## src/rtl/jedro_1_lsu.sv

```systemverilog
// jedro_1 load-store unit: one load/store per command, req/gnt/rvalid bus
// handshake, byte-lane formatting, and sign/zero-extended load writeback.
//
// Ports:
//   clk_i, rst_i              clock, async active-high reset
//   lsu_new_ctrl_i            command strobe, taken only while not busy
//   lsu_ctrl_i                [3] store, [2] unsigned load, [1:0] size
//   lsu_regdest_i             load destination register
//   lsu_addr_i, lsu_wdata_i   effective byte address, right-aligned store data
//   data_*                    core data bus (request fields held while req)
//   busy_o                    command in flight
//   rf_wb_o/_addr_o/_data_o   load writeback (1-cycle pulse)
//   done_o                    store completion pulse
//   misaligned_o, bus_err_o   rejection / bus error pulses
module jedro_1_lsu #(
    parameter int DATA_WIDTH = 32
) (
    input  logic                  clk_i,
    input  logic                  rst_i,
    input  logic                  lsu_new_ctrl_i,
    input  logic [3:0]            lsu_ctrl_i,
    input  logic [4:0]            lsu_regdest_i,
    input  logic [DATA_WIDTH-1:0] lsu_addr_i,
    input  logic [DATA_WIDTH-1:0] lsu_wdata_i,
    output logic                  data_req_o,
    input  logic                  data_gnt_i,
    input  logic                  data_rvalid_i,
    output logic                  data_we_o,
    output logic [3:0]            data_be_o,
    output logic [DATA_WIDTH-1:0] data_addr_o,
    output logic [DATA_WIDTH-1:0] data_wdata_o,
    input  logic [DATA_WIDTH-1:0] data_rdata_i,
    input  logic                  data_err_i,
    output logic                  busy_o,
    output logic                  rf_wb_o,
    output logic [4:0]            rf_wb_addr_o,
    output logic [DATA_WIDTH-1:0] rf_wb_data_o,
    output logic                  done_o,
    output logic                  misaligned_o,
    output logic                  bus_err_o
);

    typedef enum logic [1:0] {
        IDLE,
        REQ,
        WAIT,
        RESP
    } state_t;

    state_t state, state_nxt;

    logic       store_q;
    logic       unsigned_q;
    logic [1:0] size_q;
    logic [1:0] off_q;
    logic [4:0] regdest_q;
    logic       mis_q;
    logic       err_q;

    logic [1:0]            off;
    logic [1:0]            size;
    logic                  illegal;
    logic                  accept;
    logic [3:0]            be_fmt;
    logic [DATA_WIDTH-1:0] wd_fmt;
    logic [DATA_WIDTH-1:0] rd_sh;
    logic [DATA_WIDTH-1:0] ld_fmt;

    assign off    = lsu_addr_i[1:0];
    assign size   = lsu_ctrl_i[1:0];
    assign accept = (state == IDLE) && lsu_new_ctrl_i;

    assign illegal = (size == 2'b11)
                   || (size == 2'b01 && off[0])
                   || (size == 2'b10 && off != 2'b00);

    // Store formatting: move the right-aligned data onto its byte lanes.
    always_comb begin
        be_fmt = 4'b1111;
        wd_fmt = lsu_wdata_i;
        unique case (size)
            2'b00: begin
                be_fmt = 4'b0001 << off;
                wd_fmt = {24'b0, lsu_wdata_i[7:0]} << {off, 3'b000};
            end
            2'b01: begin
                be_fmt = 4'b0011 << off;
                wd_fmt = {16'b0, lsu_wdata_i[15:0]} << {off, 3'b000};
            end
            default: begin
                be_fmt = 4'b1111;
                wd_fmt = lsu_wdata_i;
            end
        endcase
    end

    // Load formatting: shift the addressed lane down, then extend.
    assign rd_sh = data_rdata_i >> {off_q, 3'b000};

    always_comb begin
        ld_fmt = rd_sh;
        unique case (size_q)
            2'b00: ld_fmt = unsigned_q ? {24'b0, rd_sh[7:0]}
                                       : {{24{rd_sh[7]}}, rd_sh[7:0]};
            2'b01: ld_fmt = unsigned_q ? {16'b0, rd_sh[15:0]}
                                       : {{16{rd_sh[15]}}, rd_sh[15:0]};
            default: ld_fmt = rd_sh;
        endcase
    end

    always_ff @(posedge clk_i or posedge rst_i) begin
        if (rst_i) state <= IDLE;
        else       state <= state_nxt;
    end

    always_comb begin
        state_nxt = state;
        unique case (state)
            IDLE: if (lsu_new_ctrl_i) state_nxt = illegal ? RESP : REQ;
            REQ:  if (data_gnt_i)     state_nxt = WAIT;
            WAIT: if (data_rvalid_i)  state_nxt = RESP;
            RESP: state_nxt = IDLE;
            default: state_nxt = IDLE;
        endcase
    end

    always_ff @(posedge clk_i or posedge rst_i) begin
        if (rst_i) begin
            store_q      <= 1'b0;
            unsigned_q   <= 1'b0;
            size_q       <= 2'b00;
            off_q        <= 2'b00;
            regdest_q    <= 5'd0;
            mis_q        <= 1'b0;
            err_q        <= 1'b0;
            data_we_o    <= 1'b0;
            data_be_o    <= 4'b0000;
            data_addr_o  <= '0;
            data_wdata_o <= '0;
            rf_wb_data_o <= '0;
        end else begin
            if (accept) begin
                store_q      <= lsu_ctrl_i[3];
                unsigned_q   <= lsu_ctrl_i[2];
                size_q       <= size;
                off_q        <= off;
                regdest_q    <= lsu_regdest_i;
                mis_q        <= illegal;
                err_q        <= 1'b0;
                data_we_o    <= lsu_ctrl_i[3];
                data_be_o    <= be_fmt;
                data_addr_o  <= {lsu_addr_i[DATA_WIDTH-1:2], 2'b00};
                data_wdata_o <= wd_fmt;
            end
            if (state == WAIT && data_rvalid_i) begin
                err_q        <= data_err_i;
                rf_wb_data_o <= ld_fmt;
            end
        end
    end

    assign data_req_o   = (state == REQ);
    assign busy_o       = (state != IDLE);
    assign rf_wb_addr_o = regdest_q;

    // Exactly one result pulse in RESP, prioritised mis > err > wb/done.
    assign misaligned_o = (state == RESP) && mis_q;
    assign bus_err_o    = (state == RESP) && !mis_q && err_q;
    assign rf_wb_o      = (state == RESP) && !mis_q && !err_q && !store_q;
    assign done_o       = (state == RESP) && !mis_q && !err_q && store_q;

endmodule

```

## config.mk

```make
export PLATFORM = sky130hd
export DESIGN_NAME = jedro_1_lsu
export DESIGN_NICKNAME = d
export VERILOG_FILES = /design/src/rtl/jedro_1_lsu.sv
export SDC_FILE = /design/constraint.sdc
export NUM_CORES = 1
export LEC_CHECK = 0
export BUFFER_PORTS_ARGS = -buffer_cell sky130_fd_sc_hd__buf_2
export CAP_MARGIN = 20
export CORE_ASPECT_RATIO = 0.8
export CORE_MARGIN = 5
export CORE_UTILIZATION = 52
export DETAILED_ROUTE_END_ITERATION = 6
export GPL_TIMING_DRIVEN = 0
export PLACE_DENSITY = 0.82
export SLEW_MARGIN = 10
export SYNTH_ARGS = -nofsm -noshare
export SYNTH_HDL_FRONTEND = slang
export SYNTH_SLANG_ARGS = --single-unit
export TNS_END_PERCENT = 20
```

## constraint.sdc

```tcl
create_clock -name clk_i -period 5.35 [get_ports clk_i]
set_input_delay 0.535 -clock clk_i [delete_from_list [all_inputs] [get_ports clk_i]]
set_output_delay 0.535 -clock clk_i [all_outputs]
set_load 0.005 [all_outputs]
```

# Word-level counts from Yosys, hierarchy flattened
# Index checks and enable logic that the tools add are counted.
dict set report word_totals {
  register_bits 113
  input_bits 111
  output_inout_bits 112
  elab_cells 61
}
dict set report op_classes {
  n_eq_ne 10
  shifts 5
  mux 12
  n_reduce_logical 22
}
# cell count
set op_table {}
lappend op_table {{one-hot mux 32 bit (2 select lines)} 2}
lappend op_table {{2-to-1 mux 32 bit} 2}
lappend op_table {{<< shifter 16 x 5 -> 32 bit} 1}
lappend op_table {{<< shifter 8 x 5 -> 32 bit} 1}
lappend op_table {{right shift 32 x 5 -> 32 bit} 1}
lappend op_table {{logical AND 1 bit} 10}
lappend op_table {{equality test 2 bit, second input constant} 4}
lappend op_table {{2-to-1 mux 2 bit} 4}
lappend op_table {{one-hot mux 2 bit (4 select lines)} 1}
lappend op_table {{one-hot mux 4 bit (2 select lines)} 1}
lappend op_table {{equality test 2 x 1 -> 1 bit, second input constant} 3}
lappend op_table {{zero test 2 bit} 3}
lappend op_table {{nonzero test 2 bit} 3}
lappend op_table {{inequality test 2 bit, second input constant} 2}
lappend op_table {{<< shifter 1 x 2 -> 4 bit, first input constant} 1}
lappend op_table {{<< shifter 2 x 2 -> 4 bit, first input constant} 1}
lappend op_table {{zero test 1 bit} 3}
lappend op_table {{AND reduction 3 bit} 1}
lappend op_table {{logical OR 1 bit} 2}
lappend op_table {{2-to-1 mux 1 bit} 2}
lappend op_table {{inequality test 2 x 1 -> 1 bit, second input constant} 1}

# Longest topological paths before layout
# Gate-level depths: netlist (run 1).
dict set report logic_depth {
  depth_word 7
  depth_mapped 7
  mapped_depth_nobuf 6
}

# Least setup slack after synthesis (run 1)
# Ideal clock, no wire load.
dict set report synth_timing {
  kind {flip-flop to flip-flop}
  start {register state[0]}
  end {register data_addr_o[2]}
  setup_time_ps 125
  arrival_ps 1655
  required_ps 5225
  setup_slack_ps 3571
  stages_incl_launch_ff 7
  path_buffers 2
  synth_period_minus_slack_ps 1779
  cell_sequence {dfrtp_1 inv_1 ha_1 nand2_1 clkbuf_1 clkbuf_1 mux2_2}
}
dict set report synth_via {
  elab_chain_cells 2
}
# element line
set synth_rtl {}
lappend synth_rtl {{start: declaration} 50} ;# state_t state, state_nxt;
lappend synth_rtl {{start signal: assignment} 113} ;# else state <= state_nxt;
lappend synth_rtl {{zero test 2 bit} 71} ;# assign accept = (state == IDLE) && lsu_new_ctrl_i;
lappend synth_rtl {{logical AND 1 bit} 71}
lappend synth_rtl {{end signal: assignment} 152} ;# data_addr_o <= {lsu_addr_i[DATA_WIDTH-1:2], 2'b00};
lappend synth_rtl {{end: declaration} 30} ;# output logic [DATA_WIDTH-1:0] data_addr_o,
# Every way passes these cells.
# A chain may end at the register's enable or synchronous reset.

# Worst setup path after layout (run 1)
dict set report layout_timing {
  start {register state[1]}
  end {register data_addr_o[7]}
}
# The elaborated chain is that of the path after synthesis.

==> results.txt, run 1 <==
setup tns final - 0 ns
delay of the slowest critical-path stage - 0.47 ns
buffer type at the clock tree root - clkbuf_16
number of max-capacitance violations reported - 0
Core Footprint - 10,200 um2
Cell Pwr Density - 596 nW/um2
Met2 Wirelength - 8.33 mm
fraction of final layout cells with drive strength greater than 1 - 42.5%
leakage power - 3.59 nW
share of the synthesized area in the top cell type - 52.5%
y dimension of the die - 101 um
total non-filler cell area in the finished layout - 7300 um2
power after layout - 4.35 mW
Routed Antenna Nets - 0
clock sink total - 113
DP Area - 6700 um2
commonest non-fill, non-tap cell in the layout - buf_2
Netlist cell types - 40
clock latency reported for the late side of the worst-skew pair - 0.41 ns
Synthesis Warnings - 0
met3 routed wirelength - 1.37 mm
Post-DP HPWL - 12.9 mm
number of slew-limit violations in the final report - 0
share of the clock period used by the worst path - 43.3%
wire per inst - 18.9 um
Longest Clk Path Bufs - 2
Global Route Usage Sum - 27.3%
final count of negative-setup-slack endpoints - 0
post-cts hold buffer count - 0
number of buffers added on ports - 219
maximum number of pins on one net before global-route repair - 84
Avg Synthesized Cell Area - 10.6 um2
DP Cell Count - 867
Most used DFF post-synth - dfrtp_1
Tightest Hold Check Type - primary input to asynchronous set/reset pin
total routed wire length on the met1 layer - 6.87 mm
effective utilization at floorplan - 52.8%
IO Pins - 223
Critical R2R Launch - state[1]$_DFFE_PP0P_
Placer Congestion - 0.943
Crit-path slowest cell - clkbuf_1
setup bufs post-CTS - 0
setup repair after global routing missed its margin - false
Worst Tran Pin Value - 0.604 ns
number of enable flip-flop cells after synthesis - 0
cell area after synthesis - 5390 um2
number of nets in the final layout - 862
crit path launch - state[1]$_DFFE_PP0P_
instance count of the mapped netlist - 506
Vias - 5,014
Final Non-Filler Cells - 899
standard-cell row count - 33
number of global-route vias before repair - 5,109
clock slew at the register clock pins of the worst setup and hold paths - 0.06 ns
number of gates resized after cts - 0
data arrival time of the critical path - 2.60 ns
cell-by-cell trace of the critical path - inv_1 > ha_1 > nand2_1 > clkbuf_1 > clkbuf_1 > mux2_2
critical path data required time - 5.64 ns
IR Drop Worst-Case VDD - 0.000342 V
x dimension of the die - 124 um
commonest cells after routing, fill and taps aside - buf_2, dfrtp_1, mux2_2
cts bufs inserted - 17
wirelength, routed - 17.0 mm
worst slew slack as a fraction of its limit - 59.6%
Hold Slack - 0.0946 ns
Final min period - 2.32 ns
area of the die - 12,500 um2
highest signal layer in the routed design - met4
global route total overflow - 0
most used cell along the critical path - clkbuf_1
H-tree levels - 4
Synth-to-Final Area Change - 35.5%
setup clock skew after layout - 0.0121 ns
final hold vios - 0
maximum fanout count along the critical path - 10
largest cells by area after synthesis - dfrtp_1, mux2_2, o21ai_0, a21oi_1, nand2_1
TritonCTS clock tree - built
initial antenna violation count - 1
startpoint type of the worst setup path - register
total of flip-flops plus latches after synthesis - 113
share of synthesized area occupied by flip-flops and latches - 52.5%
top cell type by total area after synthesis - dfrtp_1
maximum frequency from static timing analysis - 432 MHz
Crit. End Element - register
result of the run - completed
number of detailed-route iterations in the first pass - 7
global-route wire length before repair - 26.3 mm
type of the worst setup path - register to register
proportion of register bits with asynchronous set or reset after synthesis - 100%
Via density - 5.58
DRC errors left - 0
initial DRC count - 357
registers in the layout (all words and copies together), names as in the netlist:
| signal | count |
|---|---|
| data_wdata_o | 32 |
| rf_wb_data_o | 32 |
| data_addr_o | 30 |
| rf_wb_addr_o | 5 |
| data_be_o | 4 |
| off_q | 2 |
| size_q | 2 |
| state | 2 |
| err_q | 1 |
| mis_q | 1 |
| store_q | 1 |
| unsigned_q | 1 |
per-layer routing:
layer / vias up / global-route usage (%)
met4: 0 / 12.1
met5: - / 0
li1: 2277 / -
met2: 238 / 43.9
met3: 43 / 6.62
met1: 2456 / 35.2
metrics by stage:
stage               setup slack [ns]  utilization, %
CTS                             3.07            71.5
finish                          3.03            71.6
detailed placement              3.11            65.6
global route                    2.94            71.6
global placement               0.714            65.3
floorplan                       1.83               -
cell usage after synthesis, types with 2 or more instances:
cell type  count
o21a_1         9
nor2_1        34
o21ai_0       54
nor2b_1        7
mux2i_1       14
a2bb2oi_1      7
nand4b_1       2
nand2b_1      10
mux2_2        55
mux4_1         2
buf_1          3
buf_6          2
buf_2          8
and2_1         2
clkbuf_1      24
a22o_1         8
a32oi_1        7
nand3b_1       2
dfrtp_1      113
inv_1          9
nand2_1       53
a22oi_1       16
a21oi_1       42
nor3_1         2
ha_1           5
buf_4          2
final timing paths:
check,cells past startpoint,end,slack [ns]
hold reg to reg,2,data_wdata_o[10]$_DFFE_PP0P_,0.47
hold / removal,2,data_addr_o[22]$_DFFE_PP0P_,0.09
min in group clk_i,3,err_q$_DFFE_PP0P_,0.35
setup / recovery,6,data_addr_o[7]$_DFFE_PP0P_,3.03
max in group asynchronous,3,data_addr_o[7]$_DFFE_PP0P_,4.56
setup reg to reg,6,data_addr_o[7]$_DFFE_PP0P_,3.03
worst max-delay path: cells and delay by family (launching register included):
family / cells / cell delay (ns)
buffers and inverters: 3 / 1.04
multiplexers: 1 / 0.40
AND/OR/NAND/NOR: 1 / 0.11
adder cells (fa/ha/maj): 1 / 0.25
flip-flops: 1 / 0.41
power breakdown:
group / switching, mW / total (mW) / internal, mW
sequential: 0.246 / 1.52 / 1.27
clock: 0.401 / 1.14 / 0.743
combinational: 0.858 / 1.69 / 0.830
kinds of logic after synthesis:
family	Yosys count	synth area share, %
adders and majority gates	5	1.16
AOI/OAI and AO/OA	150	17.2
other	1	0.0696
muxes	72	15.4
buffers and inverters	49	4.04
and+or+nand+nor	116	9.66
DFF	113	52.5
layout make-up:
cell class                 count  area (um2)
tap                          140         175
antenna                        1        2.50
clock inverter                12         159
sequential                   113        2830
clock buffer                  19         443
buffer                        40         184
fill                         786        2900
inverter                       9        38.8
multi-input combinational    345        2350
timing repair buffer         220        1120
No activity file was read; power rests on OpenSTA's default activity.
==> inputs of run 2 (changes only) <==
- CORE_UTILIZATION: 52 -> 48
- PLACE_DENSITY: 0.82 -> 0.76
- clock period: 5.35 -> 2.2 ns (I/O delays scaled with it)
==> run 2 against run 1 <==
Fmax increased by 18%. Core utilization decreased by 4.8 points. Sequential power increased by 140%. Critical endpoint is now rf_wb_addr_o[0]$_DFFE_PP0P_. Highest routed layer unchanged.
==> results.txt, run 2 (synthesized netlist as in run 1, its figures left out) <==
result of the run - completed
critical path data required time - 2.49 ns (-3.15 ns)
Crit-path slowest cell - dfrtp_1
Hold Slack - 0.0361 ns (-0.0585 ns)
x dimension of the die - 128 um (+3.8%)
global-route wire length before repair - 26.4 mm (+0.45%)
number of max-capacitance violations reported - 0 (unchanged)
final hold vios - 0 (unchanged)
TritonCTS clock tree - built
clock slew at the register clock pins of the worst setup and hold paths - 0.05 ns (about the same)
global route total overflow - 0 (unchanged)
effective utilization at floorplan - 49.3% (-3.5 points)
number of global-route vias before repair - 5,014 (-1.9%)
fraction of final layout cells with drive strength greater than 1 - 42.5% (about the same)
Crit. End Element - register
maximum fanout count along the critical path - 11 (+1)
clock sink total - 113 (unchanged)
commonest cells after routing, fill and taps aside - buf_2, dfrtp_1, mux2_2
Global Route Usage Sum - 24.7% (-2.7 points)
IO Pins - 223 (unchanged)
H-tree levels - 4 (unchanged)
number of buffers added on ports - 219 (unchanged)
number of detailed-route iterations in the first pass - 5 (-2)
final count of negative-setup-slack endpoints - 0 (unchanged)
number of nets in the final layout - 865 (+0.35%)
initial antenna violation count - 1 (unchanged)
number of slew-limit violations in the final report - 0 (unchanged)
utilization of the core after routing - 66.8% (-4.8 points)
area of the die - 13,500 um2 (+7.6%)
DRC errors left - 0 (unchanged)
delay of the slowest critical-path stage - 0.42 ns (-0.05 ns)
commonest non-fill, non-tap cell in the layout - buf_2
top flop regs - data_wdata_o: 32 flops, rf_wb_data_o: 32 flops, data_addr_o: 30 flops
buffer type at the clock tree root - clkbuf_16
y dimension of the die - 105 um (+3.7%)
Worst Tran Pin Value - 0.590 ns (-0.0140 ns)
cts bufs inserted - 17 (unchanged)
type of the worst setup path - register to register
data arrival time of the critical path - 2.26 ns (-0.34 ns)
power after layout - 10.3 mW (+140%)
clock latency reported for the late side of the worst-skew pair - 0.41 ns (about the same)
initial DRC count - 473 (+32%)
startpoint type of the worst setup path - register
Via density - 5.49 (-1.6%)
maximum number of pins on one net before global-route repair - 41 (-51%)
cell-by-cell trace of the critical path - inv_1 > ha_1 > nand2_1 > buf_2 > mux2_2
worst slew slack as a fraction of its limit - 60.5% (+0.93 points)
Vias - 4,976 (-0.76%)
Longest Clk Path Bufs - 2 (unchanged)
setup repair after global routing missed its margin - false
wirelength, routed - 16.7 mm (-1.6%)
Cell Pwr Density - 1410 nW/um2 (+140%)
Placer Congestion - 0.956 (+1.4%)
IR Drop Worst-Case VDD - 0.000934 V (+170%)
Tightest Hold Check Type - primary input to register
setup tns final - 0 ns (unchanged)
wire per inst - 18.5 um (-2.5%)
setup clock skew after layout - 0.0109 ns (-0.00117 ns)
leakage power - 3.59 nW (about the same)
# fillers - 897 (+14%)
Post-DP HPWL - 12.9 mm (+0.26%)
standard-cell row count - 34 (+3.0%)
Core Footprint - 10,900 um2 (+7.2%)
maximum frequency from static timing analysis - 508 MHz (+18%)
share of the clock period used by the worst path - 89.5% (+46 points)
Final min period - 1.97 ns (-0.348 ns)
Synth-to-Final Area Change - 35.5% (about the same)
Routed Antenna Nets - 0 (unchanged)
run 2: cell types whose count changed in the layout (fill, tap and decap cells not counted), moves of 2 or more:
| cell | delta |
|---|---|
| bufinv_16 | -2 |
| clkinv_4 | +4 |
| dlygate4sd3_1 | +2 |
| buf_12 | +3 |
| inv_6 | -3 |
run 2: final cells by class:
cell class / count / area (um2) / share of cell area [%]
Buffer: 39 / 181 / 2.48
Inverter: 9 / 37.5 / 0.514
Tap cell: 144 / 180 / 2.47
Sequential cell: 113 / 2830 / 38.7
Antenna cell: 1 / 2.50 / 0.0343
Multi-Input combinational cell: 345 / 2350 / 32.1
Clock inverter: 12 / 114 / 1.56
Timing Repair Buffer: 224 / 1180 / 16.1
Clock buffer: 20 / 437 / 5.98
run 2: path summary, 6_finish.rpt:
path / from / endpoint / slack, ns / cells after the start
max: state[1]$_DFFE_PP0P_ / rf_wb_addr_o[0]$_DFFE_PP0P_ / 0.23 / 5
min: lsu_addr_i[4] / data_addr_o[4]$_DFFE_PP0P_ / 0.04 / 2
max reg2reg: state[1]$_DFFE_PP0P_ / rf_wb_addr_o[0]$_DFFE_PP0P_ / 0.23 / 5
min reg2reg: data_wdata_o[31]$_DFFE_PP0P_ / data_wdata_o[31]$_DFFE_PP0P_ / 0.48 / 2
max in group asynchronous: rst_i / data_addr_o[29]$_DFFE_PP0P_ / 1.32 / 4
min in group asynchronous: rst_i / data_addr_o[5]$_DFFE_PP0P_ / 0.35 / 3
run 2: critical path, delay by kind of cell, from the launching register on:
kind / cells / cell delay, ns
adder cells (fa/ha/maj): 1 / 0.23
multiplexers: 1 / 0.38
AND/OR/NAND/NOR: 1 / 0.34
buffers and inverters: 2 / 0.48
flip-flops: 1 / 0.42
run 2: power breakdown:
part | switching [mW] | internal [mW]
clock network | 0.987 | 1.55
registers | 0.569 | 3.09
logic | 2.06 | 2.02
run 2: stage by stage:
| step | instance area, um2 | cells | worst slack [ns] |
|---|---|---|---|
| floorplan | 5400 | 507 | 0.421 |
| global placement | 6670 | 870 | -0.0388 |
| detailed placement | 6730 | 873 | -0.00441 |
| CTS | 7300 | 907 | 0.0757 |
| global route | 7300 | 907 | 0.0457 |
| finish | 7300 | 907 | 0.232 |
run 2: timing repair:
item                                    in CTS  in global routing
endpoints found under the setup margin       8                 24
buffers inserted                             0                  0
hold buffers                                 2                  0
gates resized for setup                      1                  0
hold endpoints to repair                    13                  0
run 2: routing by layer:
metal	part of all wire [%]	wire length, um	vias up	track usage, %
met5	0	0	-	0
met4	2.1	345	0	8.48
met3	8.4	1410	27	6.22
met2	47	7930	217	38.4
met1	42	7050	2439	33.7
li1	-	-	2293	-
